## src/rtl/serial_addsub_ctrl.sv

```systemverilog
// Bit-serial add/subtract controller: one 1-bit full-adder cell
// reused over WIDTH cycles, LSB first, carry held in a register.
//
// Ports:
//   clk       rising-edge clock
//   rst       synchronous active-high reset
//   start     request; accepted only in IDLE or DONE
//   sel       0 = add (a + b + cin), 1 = subtract (a - b)
//   cin       carry-in for add; ignored for subtract
//   a, b      WIDTH-bit operands, sampled when start is accepted
//   result    WIDTH-bit sum/difference, held until next completion
//   cout      final carry-out (subtract: 1 = no borrow)
//   overflow  two's-complement overflow
//   busy      high while bits are being processed
//   done      one-cycle pulse when result/cout/overflow update
//
// Build option: SERIAL_ADDSUB_OVF_EN enables overflow tracking;
// when undefined, overflow is tied to 0.

module serial_addsub_ctrl #(
    parameter int WIDTH = 8
) (
    input  logic             clk,
    input  logic             rst,
    input  logic             start,
    input  logic             sel,
    input  logic             cin,
    input  logic [WIDTH-1:0] a,
    input  logic [WIDTH-1:0] b,
    output logic [WIDTH-1:0] result,
    output logic             cout,
    output logic             overflow,
    output logic             busy,
    output logic             done
);

    localparam int CW = $clog2(WIDTH);

    typedef enum logic [1:0] {
        IDLE,
        SHIFT,
        DONE
    } state_t;

    state_t state;
    state_t state_next;

    logic [WIDTH-1:0] a_sr;
    logic [WIDTH-1:0] b_sr;
    logic [WIDTH-1:0] acc;
    logic [CW-1:0]    cnt;
    logic             c;

    logic load;
    logic last;
    logic sum;
    logic c_next;

    always_ff @(posedge clk) begin
        if (rst) begin
            state <= IDLE;
        end else begin
            state <= state_next;
        end
    end

    always_comb begin
        state_next = state;
        busy       = 1'b0;
        done       = 1'b0;
        sum        = a_sr[0] ^ b_sr[0] ^ c;
        c_next     = (a_sr[0] & b_sr[0]) | (a_sr[0] & c) | (b_sr[0] & c);
        last       = (state == SHIFT) && (cnt == CW'(WIDTH - 1));
        load       = start && ((state == IDLE) || (state == DONE));
        unique case (state)
            IDLE: begin
                if (start) begin
                    state_next = SHIFT;
                end
            end
            SHIFT: begin
                busy = 1'b1;
                if (last) begin
                    state_next = DONE;
                end
            end
            DONE: begin
                done       = 1'b1;
                state_next = start ? SHIFT : IDLE;
            end
            default: begin
                state_next = IDLE;
            end
        endcase
    end

    // Subtract is a + ~b + 1: B is inverted at load and the carry
    // register is seeded with 1.
    always_ff @(posedge clk) begin
        if (rst) begin
            a_sr   <= '0;
            b_sr   <= '0;
            acc    <= '0;
            cnt    <= '0;
            c      <= 1'b0;
            result <= '0;
            cout   <= 1'b0;
        end else if (load) begin
            a_sr <= a;
            b_sr <= b ^ {WIDTH{sel}};
            c    <= sel ? 1'b1 : cin;
            cnt  <= '0;
            acc  <= '0;
        end else if (state == SHIFT) begin
            a_sr <= a_sr >> 1;
            b_sr <= b_sr >> 1;
            c    <= c_next;
            cnt  <= cnt + 1'b1;
            acc  <= {sum, acc[WIDTH-1:1]};
            if (last) begin
                result <= {sum, acc[WIDTH-1:1]};
                cout   <= c_next;
            end
        end
    end

`ifdef SERIAL_ADDSUB_OVF_EN
    logic ovf_q;

    // On the last bit, c is the carry into the MSB.
    always_ff @(posedge clk) begin
        if (rst) begin
            ovf_q <= 1'b0;
        end else if (last) begin
            ovf_q <= c ^ c_next;
        end
    end

    assign overflow = ovf_q;
`else
    assign overflow = 1'b0;
`endif

endmodule

```

## config.mk

```make
export PLATFORM = sky130hd
export DESIGN_NAME = serial_addsub_ctrl
export DESIGN_NICKNAME = d
export VERILOG_FILES = /design/src/rtl/serial_addsub_ctrl.sv
export SDC_FILE = /design/constraint.sdc
export NUM_CORES = 1
export LEC_CHECK = 0
export BUFFER_PORTS_ARGS = -buffer_cell sky130_fd_sc_hd__buf_2
export CORE_ASPECT_RATIO = 1.25
export CORE_MARGIN = 2
export CORE_UTILIZATION = 55
export CTS_CLUSTER_SIZE = 40
export DETAILED_ROUTE_END_ITERATION = 8
export PLACE_DENSITY = 0.85
export RECOVER_POWER = 25
export SLEW_MARGIN = 30
export SYNTH_ARGS = -nofsm -noshare
export SYNTH_HDL_FRONTEND = slang
export SYNTH_SLANG_ARGS = --single-unit
export TNS_END_PERCENT = 1
```

## constraint.sdc

```tcl
create_clock -name clk -period 1.8 [get_ports clk]
set_input_delay 0.09 -clock clk [delete_from_list [all_inputs] [get_ports clk]]
set_output_delay 0.09 -clock clk [all_outputs]
set_load 0.02 [all_outputs]
```

==> results of run 1 <==
cell families after synthesis:
family / after synthesis / synth area share, %
AOI/OAI and AO/OA: 39 / 14.5
xor gates and xnor gates: 9 / 4.91
adders and majority gates: 3 / 2.80
buffers and inverters: 17 / 7.63
DFF: 38 / 47.4
muxes: 1 / 0.623
other: 1 / 0.233
and+or+nand+nor: 80 / 22.0
stage by stage:
step	utilization (%)	cells	hold slack, ns
2_1_floorplan	-	188	0.271
3_3_place_gp	63.0	241	0.387
3_5_place_dp	63.0	241	0.387
4_1_cts	65.3	249	0.00156
5_1_grt	64.7	249	0.0116
6_report	64.7	249	0.00895
worst paths after layout:
path                                from                      to  slack [ns]  depth (start not counted)
hold / removal                      a[3]    a_sr[3]$_SDFFE_PP0P_       0.009                          3
hold reg to reg   result[4]$_SDFFE_PP0P_  result[4]$_SDFFE_PP0P_        0.46                          2
setup reg to reg   state[0]$_SDFFE_PP0P_    a_sr[2]$_SDFFE_PP0P_        0.16                          4
setup / recovery   state[0]$_SDFFE_PP0P_                    busy        0.11                          3
power by group through the flow:
stage	Combinational, µW	Sequential (µW)	Clock, µW
after floorplan	173	918	0
after global placement	201	923	0
after detailed placement	206	924	0
after CTS	207	906	486
after global routing	230	911	527
final	205	906	473
cell usage in the layout, fill, tap and decap left out, types with 5 or more instances in the layout:
cell	instances
buf_2	21
nor3_1	13
nand2_1	39
nand3_1	14
clkbuf_4	5
xor2_1	8
nor2_1	8
a311oi_1	5
dfxtp_1	38
a21oi_1	22
clkbuf_1	10
o22ai_1	6
cell type report:
cell class                 count  area, µm²  share of cell area [%]
clock buffer                   6       51.3                    2.90
clock inverter                 2       12.5                   0.707
inverter                       1       8.76                   0.495
multi-input combinational    133        723                    40.9
sequential                    38        761                    43.0
tap                           34       42.5                    2.40
timing repair buffer          35        170                    9.62
layer usage:
metal / track usage [%] / vias up
met4: 10.6 / 0
met3: 4.84 / 5
li1: - / 696
met2: 35.5 / 29
met1: 22.6 / 626
met5: 0 / -
sequential cells by signal, indices dropped and copies added, names as in the netlist:
signal  count
a_sr        8
result      8
b_sr        8
cnt         3
c           1
state       2
cout        1
acc         7
worst max-delay path, delay by kind of cell, from the launching register on:
kind | cells | cell delay [ns]
and+or+nand+nor | 1 | 0.29
buffers and inverters | 2 | 0.53
DFF | 1 | 0.43
==> impl_metrics.xml, run 1 <==
<?xml version="1.0" encoding="UTF-8"?>
<metrics>
  <group name="power">
    <metric name="share_clk_of_total_power" unit="%">29.9</metric>
    <metric name="power.static_leakage" unit="µW">0.000660</metric>
    <metric name="fin_total_pwr" unit="µW">1580</metric>
    <metric name="power.share.combinational" unit="%">12.9</metric>
    <metric name="net-switching-power" unit="µW">433</metric>
    <metric name="seq_power_share" unit="%">57.2</metric>
    <metric name="power.switching_fraction" unit="%">27.3</metric>
    <metric name="power.density" unit="mW/mm²">895</metric>
    <metric name="internal_power" unit="µW">1150</metric>
    <metric name="ir_worst_vdd" unit="µV">673</metric>
  </group>
  <group name="synthesis">
    <metric name="synth-main-ff-cell" unit="">dfxtp_1</metric>
    <metric name="synth_common_cells" unit="">nand2_1 (39), dfxtp_1 (38), a21oi_1 (22), nand3_1 (14), nor3_1 (13)</metric>
    <metric name="yosys_register_bits" unit="">38</metric>
    <metric name="syn-cell-area" unit="mm²">0.00161</metric>
    <metric name="yosys.cell_count.top_type" unit="">nand2_1</metric>
    <metric name="yosysSeqAreaShare" unit="%">47.4</metric>
    <metric name="synthTopCellsByArea" unit="">dfxtp_1 (47%), nand2_1 (9.1%), a21oi_1 (6.9%)</metric>
    <metric name="ys_types" unit="">27</metric>
    <metric name="avgSynthCellArea" unit="µm²">8.55</metric>
    <metric name="synth_enable_flop_cells" unit="">0</metric>
    <metric name="netlist.area_leader.share" unit="%">47.4</metric>
    <metric name="async_flop_share" unit="%">0</metric>
    <metric name="syn_nets" unit="">212</metric>
    <metric name="synthesis.instances" unit="">188</metric>
    <metric name="yosys_warnings" unit="">0</metric>
    <metric name="netlist.top_cell.by_area" unit="">dfxtp_1</metric>
  </group>
  <group name="grt">
    <metric name="maximum_number_of_pins_on_one_net_before_global_route_repair" unit="">37</metric>
    <metric name="global_route_total_overflow" unit="">0</metric>
    <metric name="number_of_antenna_violations_at_the_first_check_in_global_routing" unit="">0</metric>
    <metric name="grt_usage" unit="%">20.5</metric>
    <metric name="global_route_wire_length_before_repair" unit="mm">5.16</metric>
    <metric name="first_global_vias" unit="">1242</metric>
  </group>
  <group name="drt">
    <metric name="topRoutingLayerUsed" unit="">met4</metric>
    <metric name="drt-total-wl" unit="mm">3.05</metric>
    <metric name="firstDrtPassIters" unit="">4</metric>
    <metric name="route.vias.total" unit="">1356</metric>
    <metric name="drc_violations" unit="">0</metric>
    <metric name="routed_length_on_met2" unit="mm">1.54</metric>
    <metric name="wl_met1" unit="mm">1.35</metric>
    <metric name="post_drt_via_cell_ratio" unit="">5.45</metric>
    <metric name="wl_met3" unit="µm">126</metric>
    <metric name="drt_iter0_markers" unit="">42</metric>
    <metric name="wl_per_instance" unit="µm">12.2</metric>
    <metric name="antenna_left" unit="">0</metric>
  </group>
  <group name="cts">
    <metric name="ctsHtreeMaxLevel" unit="">2</metric>
    <metric name="cts_root_buffer" unit="">clkbuf_4</metric>
    <metric name="number_of_resized_instances_in_the_post_cts_repair_step" unit="">0</metric>
    <metric name="worst_skew_pair.late_latency" unit="ns">0.35</metric>
    <metric name="clkSinkCount" unit="">38</metric>
    <metric name="number_of_hold_buffers_added_after_cts" unit="">0</metric>
    <metric name="cts_tree" unit="">built</metric>
    <metric name="cts_made_buffers" unit="">5</metric>
    <metric name="postCtsSetupRepairBufs" unit="">0</metric>
    <metric name="clockBufferDepth" unit="">2</metric>
    <metric name="path_clk_slew" unit="ns">0.12</metric>
  </group>
  <group name="timing">
    <metric name="fin_worst_skew" unit="ns">0.00980</metric>
    <metric name="timing.final.crit_share" unit="%">94.1</metric>
    <metric name="max_clock_freq" unit="MHz">591</metric>
    <metric name="slew_violations" unit="">0</metric>
    <metric name="setup_viol" unit="">0</metric>
    <metric name="period_minus_slack" unit="ns">1.69</metric>
    <metric name="setup_total_negative_slack" unit="ns">0</metric>
    <metric name="timing.final.hold_violations" unit="">0</metric>
    <metric name="unrepaired_setup_endpoints_after_global_routing" unit="">false</metric>
    <metric name="final.setup.worst_slack" unit="ns">0.107</metric>
  </group>
  <group name="die">
    <metric name="die_x" unit="µm">52.3</metric>
    <metric name="dieArea" unit="mm²">0.00337</metric>
    <metric name="start_util" unit="%">58.8</metric>
    <metric name="die_height" unit="µm">64.4</metric>
    <metric name="boundary_pin_count" unit="">33</metric>
    <metric name="placement_row_count" unit="">21</metric>
    <metric name="coreArea" unit="mm²">0.00273</metric>
  </group>
  <group name="critical_path">
    <metric name="worstSetupPathType" unit="">flip-flop to output port</metric>
    <metric name="endpoint_kind" unit="">output port</metric>
    <metric name="cpMaxStageDelayCell" unit="">dfxtp_1</metric>
    <metric name="timing.critical_path.cells" unit="">nand2b_1, inv_6, buf_2</metric>
    <metric name="critical_path_maximum_fanout" unit="">36</metric>
    <metric name="worst_path_arrival" unit="ns">1.60</metric>
    <metric name="worstSetupStartpointType" unit="">flip-flop</metric>
    <metric name="crit_path_max_incr_delay" unit="ns">0.43</metric>
    <metric name="worstPathRequired" unit="ns">1.71</metric>
  </group>
  <group name="layout">
    <metric name="filler_cell_count" unit="">260</metric>
    <metric name="postLayoutCellArea" unit="mm²">0.00177</metric>
    <metric name="n_antenna_cell" unit="">0</metric>
    <metric name="finish.net_count" unit="">238</metric>
    <metric name="final_layout_size_suffix_gt1_share" unit="%">16.3</metric>
    <metric name="flow.area_growth_from_synthesis" unit="%">10.1</metric>
  </group>
  <group name="placement">
    <metric name="dp_area" unit="mm²">0.00172</metric>
    <metric name="place.gp.congestion" unit="">0.748</metric>
    <metric name="detailedPlacementHpwl" unit="mm">2.08</metric>
    <metric name="portBuffers" unit="">31</metric>
    <metric name="placement.setup.worst_slack" unit="ns">0.199</metric>
  </group>
  <group name="run">
    <metric name="timing.max_cap.violations" unit="">0</metric>
  </group>
  <group name="outcome">
    <metric name="run_status" unit="">completed</metric>
  </group>
  <group name="worst_hold_path">
    <metric name="hold_path.class" unit="">input port to flip-flop</metric>
  </group>
</metrics>
Note: power is estimated with default switching activity, not from simulation.
==> run 2: changes to the inputs <==
- ABC_AREA: not set -> 1
- PLACE_DENSITY: 0.85 -> 0.84
==> run 2 against run 1 <==
  * Hold slack better by 0.049 ns
  * Sequential power grew 0.9%
  * Synthesized cell count rose by 32%
  * Clock skew fell by 0.0077 ns
  * Critical path depth stayed put
  * Highest routed layer unchanged
  * Clock-buffer cell count increased by 1
  * First-iteration DRC count increased by 31%
==> impl_metrics.xml, run 2 <==
<?xml version="1.0" encoding="UTF-8"?>
<metrics>
  <group name="power">
    <metric name="net-switching-power" unit="µW">476</metric>
    <metric name="power.share.combinational" unit="%">13.4</metric>
    <metric name="power.switching_fraction" unit="%">27.2</metric>
    <metric name="share_clk_of_total_power" unit="%">34.5</metric>
    <metric name="internal_power" unit="µW">1280</metric>
    <metric name="ir_worst_vdd" unit="µV">787</metric>
    <metric name="power.static_leakage" unit="µW">0.000958</metric>
    <metric name="seq_power_share" unit="%">52.1</metric>
    <metric name="power.density" unit="mW/mm²">891</metric>
  </group>
  <group name="worst_hold_path">
    <metric name="timing.hold.worst_endpoint" unit="">a_sr[7]$_SDFFE_PP0P_</metric>
    <metric name="timing.hold.worst.start" unit="">a[7]</metric>
    <metric name="hold_path.class" unit="">input port to flip-flop</metric>
    <metric name="hold_path_stages" unit="">3</metric>
  </group>
  <group name="layout">
    <metric name="layout.cells.most_common_list" unit="">nand2_1 (71), dfxtp_1 (38), nor2_1 (25), inv_1 (25)</metric>
    <metric name="reg.largest.list" unit="">a_sr (8), b_sr (8), result (8)</metric>
    <metric name="flow.area_growth_from_synthesis" unit="%">9.69</metric>
    <metric name="filler_cell_count" unit="">324</metric>
    <metric name="n_antenna_cell" unit="">0</metric>
    <metric name="layout_cells_excl_fill" unit="">313</metric>
    <metric name="finish.net_count" unit="">299</metric>
    <metric name="most_common_cell_after_layout_fill_and_taps_aside" unit="">nand2_1</metric>
    <metric name="final_layout_size_suffix_gt1_share" unit="%">15.6</metric>
  </group>
  <group name="placement">
    <metric name="place.gp.congestion" unit="">0.733</metric>
    <metric name="placement.setup.worst_slack" unit="ns">0.380</metric>
    <metric name="portBuffers" unit="">31</metric>
    <metric name="detailedPlacementHpwl" unit="mm">2.48</metric>
    <metric name="numPlacedInstances" unit="">305</metric>
  </group>
  <group name="run">
    <metric name="timing.max_cap.violations" unit="">0</metric>
  </group>
  <group name="cts">
    <metric name="path_clk_slew" unit="ns">0.07</metric>
    <metric name="number_of_resized_instances_in_the_post_cts_repair_step" unit="">0</metric>
    <metric name="clockBufferDepth" unit="">2</metric>
    <metric name="number_of_hold_buffers_added_after_cts" unit="">0</metric>
    <metric name="worst_skew_pair.late_latency" unit="ns">0.29</metric>
    <metric name="cts_tree" unit="">built</metric>
    <metric name="cts_made_buffers" unit="">5</metric>
    <metric name="ctsHtreeMaxLevel" unit="">2</metric>
    <metric name="postCtsSetupRepairBufs" unit="">0</metric>
    <metric name="clkSinkCount" unit="">38</metric>
    <metric name="cts_root_buffer" unit="">clkbuf_8</metric>
  </group>
  <group name="synthesis">
    <metric name="netlist.area_leader.share" unit="%">42.4</metric>
    <metric name="synth_enable_flop_cells" unit="">0</metric>
    <metric name="yosys_warnings" unit="">0</metric>
    <metric name="synth_common_cells" unit="">nand2_1 (71), dfxtp_1 (38), inv_1 (25), nor2_1 (25), nand3_1 (21)</metric>
    <metric name="synthTopCellsByArea" unit="">dfxtp_1 (42%), nand2_1 (15%), nand3_1 (5.9%)</metric>
    <metric name="yosys_register_bits" unit="">38</metric>
    <metric name="yosysSeqAreaShare" unit="%">42.4</metric>
    <metric name="syn_nets" unit="">272</metric>
    <metric name="ys_types" unit="">27</metric>
    <metric name="yosys.cell_count.top_type" unit="">nand2_1</metric>
    <metric name="synth-main-ff-cell" unit="">dfxtp_1</metric>
    <metric name="syn-cell-area" unit="mm²">0.00180</metric>
    <metric name="avgSynthCellArea" unit="µm²">7.24</metric>
    <metric name="async_flop_share" unit="%">0</metric>
    <metric name="netlist.top_cell.by_area" unit="">dfxtp_1</metric>
    <metric name="synthesis.instances" unit="">248</metric>
  </group>
  <group name="timing">
    <metric name="period_minus_slack" unit="ns">1.57</metric>
    <metric name="slew_violations" unit="">0</metric>
    <metric name="unrepaired_setup_endpoints_after_global_routing" unit="">false</metric>
    <metric name="timing.final.crit_share" unit="%">87.2</metric>
    <metric name="worst-slew-pin-transition" unit="ns">0.563</metric>
    <metric name="setup_total_negative_slack" unit="ns">0</metric>
    <metric name="setup_viol" unit="">0</metric>
    <metric name="timing.final.hold_violations" unit="">0</metric>
    <metric name="final.setup.worst_slack" unit="ns">0.230</metric>
    <metric name="hold_ws" unit="ns">0.0581</metric>
    <metric name="max_clock_freq" unit="MHz">637</metric>
    <metric name="fin_worst_skew" unit="ns">0.00207</metric>
    <metric name="slew_headroom" unit="%">62.5</metric>
  </group>
  <group name="drt">
    <metric name="drt-total-wl" unit="mm">3.60</metric>
    <metric name="post_drt_via_cell_ratio" unit="">5.07</metric>
    <metric name="antenna_left" unit="">0</metric>
    <metric name="drt_iter0_markers" unit="">55</metric>
    <metric name="route.vias.total" unit="">1586</metric>
    <metric name="wl_per_instance" unit="µm">11.5</metric>
    <metric name="drc_violations" unit="">0</metric>
    <metric name="firstDrtPassIters" unit="">4</metric>
  </group>
  <group name="critical_path">
    <metric name="worstReg2RegStart" unit="">state[0]$_SDFFE_PP0P_</metric>
    <metric name="endpoint_kind" unit="">output port</metric>
    <metric name="worstSetupStartpointType" unit="">flip-flop</metric>
    <metric name="critical_path_maximum_fanout" unit="">15</metric>
    <metric name="timing.rr.end" unit="">acc[7]$_SDFFE_PP0N_</metric>
    <metric name="ff2ff_path_depth" unit="">4</metric>
    <metric name="worstPathRequired" unit="ns">1.71</metric>
    <metric name="worst_path_arrival" unit="ns">1.48</metric>
    <metric name="reg2reg_slack" unit="ns">0.31</metric>
    <metric name="worstSetupPathType" unit="">flip-flop to output port</metric>
  </group>
  <group name="die">
    <metric name="dieArea" unit="mm²">0.00374</metric>
    <metric name="placement_row_count" unit="">23</metric>
    <metric name="boundary_pin_count" unit="">33</metric>
    <metric name="die_height" unit="µm">67.9</metric>
    <metric name="die_x" unit="µm">55.1</metric>
    <metric name="coreArea" unit="mm²">0.00317</metric>
    <metric name="start_util" unit="%">56.7</metric>
  </group>
  <group name="grt">
    <metric name="global_route_wire_length_before_repair" unit="mm">5.92</metric>
    <metric name="number_of_antenna_violations_at_the_first_check_in_global_routing" unit="">0</metric>
    <metric name="global_route_total_overflow" unit="">0</metric>
    <metric name="maximum_number_of_pins_on_one_net_before_global_route_repair" unit="">21</metric>
    <metric name="first_global_vias" unit="">1384</metric>
    <metric name="grt_usage" unit="%">22.2</metric>
  </group>
  <group name="outcome">
    <metric name="run_status" unit="">completed</metric>
  </group>
</metrics>
[run 2: cell types whose count changed after synthesis, sizes merged, moves of 5 or more]
cell,delta
nor3,-9
a311oi,-5
nand2,+35
a21oi,-5
o21ai,+17
nor2,+21
o22ai,-6
nand3,+7
xor2,-7
buf,-6
inv,+29
[run 2: power groups by stage]
stage / clock [µW] / combinational (µW) / sequential (µW)
4_1_cts: 621 / 237 / 913
2_1_floorplan: 0 / 211 / 920
5_1_grt: 643 / 270 / 918
3_5_place_dp: 0 / 236 / 931
3_3_place_gp: 0 / 231 / 931
6_report: 605 / 235 / 914
[run 2: layout make-up]
type	instances	area, µm²	share of cell area (%)
Clock buffer	7	86.3	4.38
Clock inverter	1	5.00	0.254
Inverter	30	118	5.97
Multi-Input combinational cell	169	811	41.2
Sequential cell	38	761	38.6
Tap cell	37	46.3	2.35
Timing Repair Buffer	31	143	7.24
[run 2: cell families after synthesis]
group / Yosys count / synth area share [%]
AND/OR/NAND/NOR: 129 / 32.3
buffers and inverters: 41 / 12.2
flip-flops: 38 / 42.4
AO/OA/AOI/OAI: 35 / 9.97
adder cells (fa/ha/maj): 3 / 2.51
XOR/XNOR: 1 / 0.488
other: 1 / 0.209
[run 2: routing by layer]
layer	track usage (%)	share of wire [%]	up-vias
li1	-	-	822
met1	26.2	44	717
met2	36.9	49	41
met3	6.77	5.4	6
met4	9.15	1.9	0
met5	0	0	-
[run 2: metrics by stage]
| stage | total power (µW) | utilization (%) | area (µm²) |
|---|---|---|---|
| CTS | 1770 | 62.8 | 1990 |
| detailed placement | 1170 | 59.9 | 1900 |
| global route | 1830 | 62.2 | 1970 |
| finish | 1750 | 62.2 | 1970 |
| global placement | 1160 | 59.9 | 1900 |
| floorplan | 1130 | - | 1800 |
[run 2: critical path, stage by stage, from the launching register on]
cell	delay, ns
dfxtp_1	0.55
inv_4	0.09
nor2_4	0.31
buf_2	0.24
[run 2: worst max-delay path by stage]
stage,cells after the start,slack [ns],endpoint,startpoint
5_1_grt,4,0.13,cnt[0]$_SDFFE_PP0N_,state[0]$_SDFFE_PP0P_
3_5_place_dp,6,0.38,result[1]$_SDFFE_PP0P_,state[0]$_SDFFE_PP0P_
3_3_place_gp,5,0.43,result[3]$_SDFFE_PP0P_,state[0]$_SDFFE_PP0P_
6_report,3,0.23,busy,state[0]$_SDFFE_PP0P_
4_1_cts,3,0.20,busy,state[0]$_SDFFE_PP0P_
2_1_floorplan,8,0.67,result[7]$_SDFFE_PP0P_,cnt[0]$_SDFFE_PP0N_
